$ cat src/rtl/riscv_pkg.sv
// Shared RV32I definitions: fetch state encoding,
// reset defaults and opcode constants for decode.
package riscv_pkg;

  localparam logic [31:0] NOP_INST     = 32'h0000_0013;
  localparam logic [31:0] RESET_PC_DEF = 32'h0000_0000;

  typedef enum logic [1:0] {
    ST_REQ   = 2'd0,
    ST_WAIT  = 2'd1,
    ST_FULL  = 2'd2,
    ST_DRAIN = 2'd3
  } fetch_state_e;

  localparam logic [6:0] OP_LUI    = 7'b0110111;
  localparam logic [6:0] OP_AUIPC  = 7'b0010111;
  localparam logic [6:0] OP_JAL    = 7'b1101111;
  localparam logic [6:0] OP_JALR   = 7'b1100111;
  localparam logic [6:0] OP_BRANCH = 7'b1100011;
  localparam logic [6:0] OP_LOAD   = 7'b0000011;
  localparam logic [6:0] OP_STORE  = 7'b0100011;
  localparam logic [6:0] OP_IMM    = 7'b0010011;
  localparam logic [6:0] OP_REG    = 7'b0110011;
  localparam logic [6:0] OP_FENCE  = 7'b0001111;
  localparam logic [6:0] OP_SYSTEM = 7'b1110011;

endpackage

$ cat src/rtl/fetch_unit.sv
// Fetch stage: PC, single-outstanding imem request,
// one-entry skid and IF/ID register toward decode.
module fetch_unit
  import riscv_pkg::*;
#(
  parameter logic [31:0] RESET_PC = RESET_PC_DEF
) (
  input  logic        clk,
  input  logic        reset,
  output logic        imem_req_valid,
  output logic [31:0] imem_req_addr,
  input  logic        imem_req_ready,
  input  logic        imem_rsp_valid,
  input  logic [31:0] imem_rsp_data,
  input  logic        redirect_valid,
  input  logic [31:0] redirect_pc,
  input  logic        stall,
  output logic        id_valid,
  output logic [31:0] id_inst,
  output logic [31:0] id_pc,
  output logic [31:0] id_pc_plus4
);

  fetch_state_e state_q, state_d;
  logic [31:0]  pc_q, pc_d;
  logic [31:0]  req_pc_q, req_pc_d;
  logic [63:0]  skid_q, skid_d;
  logic         skid_vld_q, skid_vld_d;
  logic         id_valid_q, id_valid_d;
  logic [31:0]  id_inst_q, id_inst_d;
  logic [31:0]  id_pc_q, id_pc_d;

  logic        accept;
  logic        load;
  logic [31:0] load_inst;
  logic [31:0] load_pc;

  assign imem_req_valid = (state_q == ST_REQ) && !reset;
  assign imem_req_addr  = pc_q;
  assign accept         = imem_req_valid && imem_req_ready;

  always_comb begin
    state_d    = state_q;
    pc_d       = pc_q;
    req_pc_d   = req_pc_q;
    skid_d     = skid_q;
    skid_vld_d = skid_vld_q;
    id_valid_d = id_valid_q;
    id_inst_d  = id_inst_q;
    id_pc_d    = id_pc_q;
    load       = 1'b0;
    load_inst  = NOP_INST;
    load_pc    = id_pc_q;

    unique case (state_q)
      ST_REQ: begin
        if (accept) begin
          req_pc_d = pc_q;
          pc_d     = pc_q + 32'd4;
          state_d  = ST_WAIT;
        end
      end
      ST_WAIT: begin
        if (imem_rsp_valid) begin
          if (!stall) begin
            load      = 1'b1;
            load_inst = imem_rsp_data;
            load_pc   = req_pc_q;
            state_d   = ST_REQ;
          end else begin
            skid_d     = {imem_rsp_data, req_pc_q};
            skid_vld_d = 1'b1;
            state_d    = ST_FULL;
          end
        end
      end
      ST_FULL: begin
        if (!stall) begin
          load       = 1'b1;
          load_inst  = skid_q[63:32];
          load_pc    = skid_q[31:0];
          skid_vld_d = 1'b0;
          state_d    = ST_REQ;
        end
      end
      ST_DRAIN: begin
        if (imem_rsp_valid) state_d = ST_REQ;
      end
      default: state_d = ST_REQ;
    endcase

    if (!stall) begin
      id_valid_d = load;
      id_inst_d  = load ? load_inst : NOP_INST;
      id_pc_d    = load_pc;
    end

    // Redirect wins over stall and kills anything in flight.
    if (redirect_valid) begin
      pc_d       = redirect_pc & ~32'd3;
      id_valid_d = 1'b0;
      id_inst_d  = NOP_INST;
      id_pc_d    = id_pc_q;
      skid_vld_d = 1'b0;
      unique case (state_q)
        ST_REQ:   state_d = accept ? ST_DRAIN : ST_REQ;
        ST_WAIT:  state_d = imem_rsp_valid ? ST_REQ : ST_DRAIN;
        ST_FULL:  state_d = ST_REQ;
        ST_DRAIN: state_d = imem_rsp_valid ? ST_REQ : ST_DRAIN;
        default:  state_d = ST_REQ;
      endcase
    end
  end

  always_ff @(posedge clk) begin
    if (reset) begin
      state_q    <= ST_REQ;
      pc_q       <= RESET_PC;
      req_pc_q   <= RESET_PC;
      skid_q     <= '0;
      skid_vld_q <= 1'b0;
      id_valid_q <= 1'b0;
      id_inst_q  <= NOP_INST;
      id_pc_q    <= RESET_PC;
    end else begin
      state_q    <= state_d;
      pc_q       <= pc_d;
      req_pc_q   <= req_pc_d;
      skid_q     <= skid_d;
      skid_vld_q <= skid_vld_d;
      id_valid_q <= id_valid_d;
      id_inst_q  <= id_inst_d;
      id_pc_q    <= id_pc_d;
    end
  end

  assign id_valid    = id_valid_q;
  assign id_inst     = id_inst_q;
  assign id_pc       = id_pc_q;
  assign id_pc_plus4 = id_pc_q + 32'd4;

endmodule

$ cat config.mk
export PLATFORM = sky130hd
export DESIGN_NAME = fetch_unit
export DESIGN_NICKNAME = d
export VERILOG_FILES = /design/src/rtl/riscv_pkg.sv /design/src/rtl/fetch_unit.sv
export SDC_FILE = /design/constraint.sdc
export NUM_CORES = 1
export LEC_CHECK = 0
export ABC_AREA = 1
export BUFFER_PORTS_ARGS = -buffer_cell sky130_fd_sc_hd__buf_2
export CAP_MARGIN = 20
export CORE_ASPECT_RATIO = 0.5
export CORE_MARGIN = 2
export CORE_UTILIZATION = 40
export CTS_BUF_LIST = sky130_fd_sc_hd__clkbuf_8 sky130_fd_sc_hd__clkbuf_16
export DETAILED_ROUTE_END_ITERATION = 10
export MAX_ROUTING_LAYER = met4
export PLACE_DENSITY = 0.68
export SLEW_MARGIN = 30
export SYNTH_ARGS = -nofsm -noshare
export SYNTH_HDL_FRONTEND = slang
export SYNTH_SLANG_ARGS = --single-unit
$ cat constraint.sdc
create_clock -name clk -period 2 [get_ports clk]
set_input_delay 0.3 -clock clk [delete_from_list [all_inputs] [get_ports clk]]
set_output_delay 0.3 -clock clk [all_outputs]
set_load 0.02 [all_outputs]
==> summary.md, run 1 <==
| Metric | Value |
|---|---|
| First-pass GRT wire length | `44000 µm` |
| Multi-input gate area | `5110 µm²` |
| Worst-path fanout max | `4` |
| Num Clock Sinks | `187` |
| Starting DRC count in detailed routing | `1004` |
| Ratio of cells with drive above 1 in the final layout | `27.6%` |
| Worst path max stage delay | `0.38 ns` |
| Clk Latency, worst-skew pair | `0.44 ns` |
| Hold-fix buffers, CTS | `0` |
| Initial Utilization | `40.6%` |
| Post-synth cell types | `39` |
| Mapped Cells | `1355` |
| Final Hold Vio Count | `0` |
| Fmax | `448 MHz` |
| Max Cap Viol | `0` |
| WP data required | `1.70 ns` |
| Commonest non-fill, non-tap cell in the layout | `nand2_1` |
| Finish-stage setup viols | `24` |
| Element type at the critical path end | `primary output` |
| I/O pin count | `200` |
| Antenna cells | `0` |
| Worst Hold Slack | `0.139 ns` |
| Hold WC Path Type | `in2reg` |
| GRT Total Usage | `23.3%` |
| Cell mode on critical path | `nor3_4` |
| FF+latch count, synth | `187` |
| Slowest CP cell | `dfxtp_4` |
| Vias in the first global route | `8418` |
| DP Wirelength | `19400 µm` |
| Crit path buf inv count | `3` |
| Startpoint types | `register` |
| Top delay family on crit path | `simple AND/OR/NAND/NOR gates` |
| Die Width | `219 µm` |
| Synthesized area per cell | `6.83 µm²` |
| Max Slew Vio Count | `0` |
| Routability cong. | `0.874` |
| WL final | `29200 µm` |
| Total CTS buffers | `17` |
| Register area | `3820 µm²` |
| Clock buffer depth | `2` |
| Final Skew | `0.00700 ns` |
| Most frequent cells in the layout | `339 x nand2_1, 165 x buf_2, 163 x dfxtp_1` |
| Htree depth | `4` |
| Post-synthesis cell area | `9260 µm²` |
| Die area | `24500 µm²` |
| Pre-antenna DRT Iters | `5` |
| Core ar. | `22800 µm²` |
| Violated checks | `negative setup slack` |
| Outcome | `complete, but fails checks` |
| DR WL/cell | `15.5 µm` |
| Pwr per Cell Area | `910 nW/µm²` |
| CP arrival | `1.93 ns` |
| DRC | `0` |
| Worst VDD drop | `0.558 mV` |
| Worst-path clk slew | `0.07 ns` |
| Worst-path cell chain | `inv_4 > buf_6 > nor3_4 > nand2_4 > nor3_4 > xor2_1 > buf_4` |
| PortBufs | `191` |
| CTS tree | `done` |
| Ys Warns | `0` |
| Critical path type | `reg2out` |
| Vias per cell | `5.08` |
| Final critical-path share of the clock period | `112%` |
| Remaining global-route overflow | `0` |
| Lkg Pwr | `5.28 nW` |
| P&R area growth vs syn | `31.4%` |
| Minimum clock period | `2.23 ns` |
| Sequential fraction of the synthesis area | `40.4%` |
| Fillers | `2186` |
| # nets final | `1639` |
| DIE HEIGHT | `112 µm` |
| Via count | `9565` |
| Initial antenna violation count | `0` |
| RSZ-0062 raised after global routing | `true` |
| Root buf cell | `clkbuf_16` |
| Antenna Violating Nets Remaining | `0` |
| Final WS setup | `-0.233 ns` |
| Power after layout | `11.1 mW` |
| Largest net degree at the start of global routing | `101` |
| Row count | `39` |
## worst paths after layout
kind                  startpoint          endpoint  slack [ns]  cells past startpoint
setup reg to reg      state_q[1]          id_pc[7]        0.12                      7
hold / removal    redirect_pc[3]  imem_req_addr[3]        0.14                      3
hold reg to reg       skid_q[50]        skid_q[50]        0.45                      2
setup / recovery       id_pc[10]   id_pc_plus4[19]       -0.23                      7
## where the power goes
group	internal (mW)	switching (mW)
Sequential	4.07	0.310
Combinational	1.04	2.04
Clock	2.10	1.51
Total	7.21	3.86
## layout make-up
class                      count  area share [%]
multi-input combinational    965            42.0
sequential                   187            31.4
clock buffer                  21            3.95
clock inverter                11            1.16
inverter                     126            3.96
timing repair buffer         265            14.4
tap                          307            3.16
## synth_stat cells
| cell type | count | area share, % |
|---|---|---|
| nand2_1 | 364 | 15 |
| dfxtp_1 | 187 | 40 |
| o21ai_0 | 153 | 8.3 |
| a21oi_1 | 133 | 7.2 |
| inv_1 | 117 | 4.7 |
| nand3_1 | 104 | 5.6 |
| nor2_1 | 90 | 3.6 |
| clkbuf_1 | 37 | 1.5 |
| xor2_1 | 24 | 2.3 |
| buf_2 | 21 | 1.1 |
| buf_4 | 13 | 1.1 |
| nor2_4 | 11 | 1.3 |
| inv_2 | 9 | 0.36 |
| nand2_2 | 9 | 0.61 |
| ha_1 | 7 | 0.95 |
| nor2_2 | 7 | 0.47 |
| xnor2_1 | 7 | 0.66 |
| a31oi_1 | 6 | 0.41 |
| nor3_1 | 6 | 0.32 |
| o22ai_1 | 6 | 0.41 |
| nor3_2 | 5 | 0.54 |
| buf_1 | 4 | 0.16 |
| nand4_1 | 4 | 0.27 |
| o21ai_1 | 4 | 0.22 |
| buf_6 | 3 | 0.36 |
| nand3_2 | 3 | 0.32 |
| nand3b_1 | 3 | 0.24 |
| a21oi_2 | 2 | 0.19 |
| and2_1 | 2 | 0.14 |
| clkbuf_2 | 2 | 0.11 |
| clkbuf_8 | 2 | 0.30 |
| nand2_4 | 2 | 0.24 |
| nor3b_1 | 2 | 0.16 |
| a211oi_1 | 1 | 0.081 |
| a211oi_2 | 1 | 0.14 |
| conb_1 | 1 | 0.041 |
| nor3_4 | 1 | 0.18 |
| o211ai_1 | 1 | 0.081 |
| o31ai_1 | 1 | 0.081 |
## logic make-up (layout without fill, tap and decap cells)
group | Yosys count | after routing | synth area share (%)
adder cells (fa/ha/maj) | 7 | 7 | 0.946
flip-flops | 187 | 187 | 40.4
XOR/XNOR | 31 | 31 | 2.93
AND/OR/NAND/NOR | 613 | 613 | 28.9
AO/OA/AOI/OAI | 308 | 308 | 17.1
other | 1 | 6 | 0.0405
buffers and inverters | 208 | 423 | 9.73
## stage by stage
stage	area (µm²)	util, %	setup WS (ns)	setup TNS (ns)	cells
floorplan	9280	-	0.0393	0	1360
global placement	10500	46.2	0.128	0	1809
detailed placement	10500	46.2	0.126	0	1809
CTS	11800	51.8	-0.204	-2.53	1865
global route	12200	53.4	-0.320	-4.98	1882
finish	12200	53.4	-0.233	-2.89	1882
## state kept, by name, summed over array words and instances, names as in the netlist
register	cells
id_valid	1
skid_q	62
state_q	2
req_pc_q	30
id_inst	32
id_pc	30
imem_req_addr	30
## routing by layer
layer  track usage (%)  routed length (µm)  up-vias
li1                  -                   -     4772
met1              32.7               14200     4409
met2              33.8               12700      336
met3              4.04                1570       48
met4              8.02                 688        0
met5                 -                   0        -
## worst min-delay path, stage by stage
cell     delay (ns)
buf_2          0.10
nand2_1        0.05
a31oi_1        0.07
## what timing repair did
item | 4_1_cts | 5_1_grt
endpoints found under the setup margin | 22 | 46
buffers inserted | 24 | 17
gates resized for setup | 142 | 55
pin swaps | 35 | 44
endpoints found under the hold margin | 0 | 0
(Power assumes the default switching activity.)
==> inputs of run 2 (changes only) <==
--- a/config.mk
+++ b/config.mk
@@ -10,11 +10,11 @@
 export CAP_MARGIN = 20
 export CORE_ASPECT_RATIO = 0.5
 export CORE_MARGIN = 2
-export CORE_UTILIZATION = 40
+export CORE_UTILIZATION = 52
 export CTS_BUF_LIST = sky130_fd_sc_hd__clkbuf_8 sky130_fd_sc_hd__clkbuf_16
 export DETAILED_ROUTE_END_ITERATION = 10
 export MAX_ROUTING_LAYER = met4
-export PLACE_DENSITY = 0.68
+export PLACE_DENSITY = 0.83
 export SLEW_MARGIN = 30
 export SYNTH_ARGS = -nofsm -noshare
 export SYNTH_HDL_FRONTEND = slang
==> run 2 against run 1 <==
  * The run still ends with negative setup slack left
  * Clock skew is 0.00059 ns higher
  * Power down 5.1%
  * Clock power fell by 9.7%
  * Cell area is 5.4% lower
  * Fmax grew 1.8%
  * Sequential power hardly changed
  * Via count grew 0.66%
==> summary.md, run 2 (synthesized netlist as in run 1, its figures left out) <==
| Metric | Value |
|---|---|
| Outcome | `complete, but fails checks` |
| Violated checks | `negative setup slack` |
| Vias in the first global route | `8729 (+3.7%)` |
| Total CTS buffers | `17 (unchanged)` |
| Max Cap Viol | `0 (unchanged)` |
| Pre-antenna DRT Iters | `5 (unchanged)` |
| Initial antenna violation count | `0 (unchanged)` |
| # nets final | `1610 (-1.8%)` |
| Crit path buf inv count | `1 (-2)` |
| Design area | `11500 µm² (-5.4%)` |
| Worst Hold Slack | `0.138 ns (-0.00105 ns)` |
| GRT Total Usage | `30.0% (+6.6 points)` |
| Worst-path cell chain | `ha_4 > nand2_4 > nor2_4 > nand2_4 > nor2_4 > nand2_2 > xnor2_2 > buf_4` |
| Hold-fix buffers, CTS | `0 (unchanged)` |
| Num Clock Sinks | `187 (unchanged)` |
| Flop pwr share | `41.8% (+2.2 points)` |
| WHS Path Cells | `3 (unchanged)` |
| Root buf cell | `clkbuf_16` |
| DP Wirelength | `19400 µm (about the same)` |
| Final Hold Vio Count | `0 (unchanged)` |
| Psw | `3.81 mW (-1.3%)` |
| Switching share of power | `36.3% (+1.4 points)` |
| Commonest non-fill, non-tap cell in the layout | `nand2_1` |
| Hold WC Path Type | `in2reg` |
| Initial Utilization | `53.2% (+13 points)` |
| Routability cong. | `0.958 (+9.6%)` |
| Starting DRC count in detailed routing | `892 (-11%)` |
| Fmax | `456 MHz (+1.8%)` |
| WP data required | `1.70 ns (about the same)` |
| End of the worst hold path | `imem_req_addr[11]` |
| Slack of the worst reg-to-reg path | `0.14 ns (+0.02 ns)` |
| Lkg Pwr | `4.89 nW (-7.4%)` |
| Final Core Density | `66.1% (+13 points)` |
| Gate power share | `27.2% (-0.6 points)` |
| Most flops, register | `skid_q` |
| Antenna cells | `0 (unchanged)` |
| Worst VDD drop | `0.679 mV (+22%)` |
| Core ar. | `17400 µm² (-24%)` |
| CP arrival | `1.89 ns (-0.04 ns)` |
| Multi-input gate area | `4910 µm² (-3.8%)` |
| Slowest CP cell | `dfxtp_2` |
| Antenna Violating Nets Remaining | `0 (unchanged)` |
| Critical path type | `reg2out` |
| Worst path max stage delay | `0.37 ns (about the same)` |
| Most frequent cells in the layout | `349 x nand2_1, 167 x buf_2, 163 x dfxtp_1` |
| Final Skew | `0.00759 ns (+0.000587 ns)` |
| Clk Latency, worst-skew pair | `0.44 ns (about the same)` |
| Worst-path clk slew | `0.07 ns (about the same)` |
| Max FFs per register | `62 (unchanged)` |
| Post-DP Area | `10400 µm² (-1.4%)` |
| Remaining global-route overflow | `0 (unchanged)` |
| DR WL/cell | `16.0 µm (+2.8%)` |
| Worst r2r dst | `id_inst[3]` |
| Worst reg2reg path depth | `8 (+1)` |
| Finish-stage setup viols | `21 (-13%)` |
| Clock buffer depth | `2 (unchanged)` |
| Largest net degree at the start of global routing | `101 (unchanged)` |
| WL final | `28400 µm (-2.7%)` |
| Worst-path fanout max | `4 (unchanged)` |
| Startpoint types | `register` |
| Top delay family on crit path | `simple AND/OR/NAND/NOR gates` |
| Element type at the critical path end | `primary output` |
| Internal power | `6.70 mW (-7.1%)` |
| Pwr per Cell Area | `914 nW/µm² (+0.36%)` |
| I/O pin count | `200 (unchanged)` |
| Row count | `34 (-13%)` |
| Final critical-path share of the clock period | `110% (-2.0 points)` |
| Htree depth | `4 (unchanged)` |
| PortBufs | `191 (unchanged)` |
| RSZ-0062 raised after global routing | `true` |
| DIE HEIGHT | `98.4 µm (-12%)` |
| CTS tree | `done` |
| Ratio of cells with drive above 1 in the final layout | `25.0% (-2.7 points)` |
| Via count | `9628 (+0.66%)` |
| Clock share of power | `31.0% (-1.6 points)` |
| Vias per cell | `5.41 (+6.4%)` |
| Fillers | `1521 (-30%)` |
| DRC | `0 (unchanged)` |
| Final WS setup | `-0.194 ns (+0.0394 ns)` |
| Die Width | `193 µm (-12%)` |
| First-pass GRT wire length | `43700 µm (-0.66%)` |
| R2r startpoint | `state_q[1]` |
| Minimum clock period | `2.19 ns (-0.0394 ns)` |
| Die area | `19000 µm² (-22%)` |
| P&R area growth vs syn | `24.3%` |
| Max Slew Vio Count | `0 (unchanged)` |
| Hold path startpoint | `redirect_pc[11]` |
| Register area | `3800 µm² (-0.52%)` |
## run 2: cell count changes in the layout (fill, tap and decap cells not counted), moves of 4 or more
cell      before  now
xor2_1        17   21
nand2_1      339  349
clkbuf_8       4    0
buf_6         24   11
nand2_2       23   19
dfxtp_4       17    9
nand2_4       12    6
nor2_2         8   12
buf_4         69   52
xnor2_1        1    5
dfxtp_2        7   15
## run 2: what timing repair did
action | CTS | global route
pin swaps | 13 | 34
gates resized for setup | 85 | 55
hold endpoints to repair | 0 | 0
buffers inserted | 10 | 8
setup endpoints to repair | 23 | 26
## run 2: final cells by class
type	instances	share of cell area [%]
clock buffer	17	3.70
sequential	187	33.0
multi-input combinational	965	42.7
inverter	126	4.21
tap	234	2.54
timing repair buffer	236	12.8
clock inverter	15	1.10
## run 2: through the flow
stage	setup TNS, ns	power [mW]	setup slack, ns	std cells
global placement	0	7.00	0.178	1730
global route	-4.40	11.0	-0.295	1780
floorplan	0	6.20	0.0393	1360
detailed placement	0	7.08	0.109	1730
CTS	-1.34	10.4	-0.147	1772
finish	-2.41	10.5	-0.194	1780
## run 2: worst max path at each step
stage / from / slack (ns) / cells after the start / end
2_1_floorplan: id_pc[3] / 0.04 / 7 / id_pc_plus4[28]
3_3_place_gp: id_pc[2] / 0.18 / 6 / id_pc_plus4[16]
3_5_place_dp: id_pc[2] / 0.11 / 6 / id_pc_plus4[16]
4_1_cts: id_pc[2] / -0.15 / 7 / id_pc_plus4[30]
5_1_grt: id_pc[2] / -0.29 / 8 / id_pc_plus4[28]
6_report: id_pc[3] / -0.19 / 8 / id_pc_plus4[28]
## run 2: routing by layer
layer | share of wire (%) | GRT usage, % | wire (µm)
met1 | 45 | 41.3 | 12900
met4 | 2.5 | 10.7 | 716
met3 | 7.9 | 4.96 | 2250
met2 | 44 | 44.3 | 12500
met5 | 0 | - | 0
## run 2: power groups by stage
stage               logic [mW]  clock network (mW)  registers, mW
finish                    2.86                3.26           4.39
global placement          2.60                   0           4.40
floorplan                 1.67                   0           4.53
CTS                       2.75                3.27           4.36
global route              3.13                3.47           4.43
detailed placement        2.66                   0           4.42
## run 2: worst reg2reg max path, cell delays in order, from the launching register on
cell and delay [ns]:
dfxtp_1 0.38, inv_1 0.10, ha_1 0.24, nand2_1 0.13, nand2_2 0.08, nand3_2 0.13, clkinv_2 0.37, nand2_1 0.22
a21oi_1 0.10
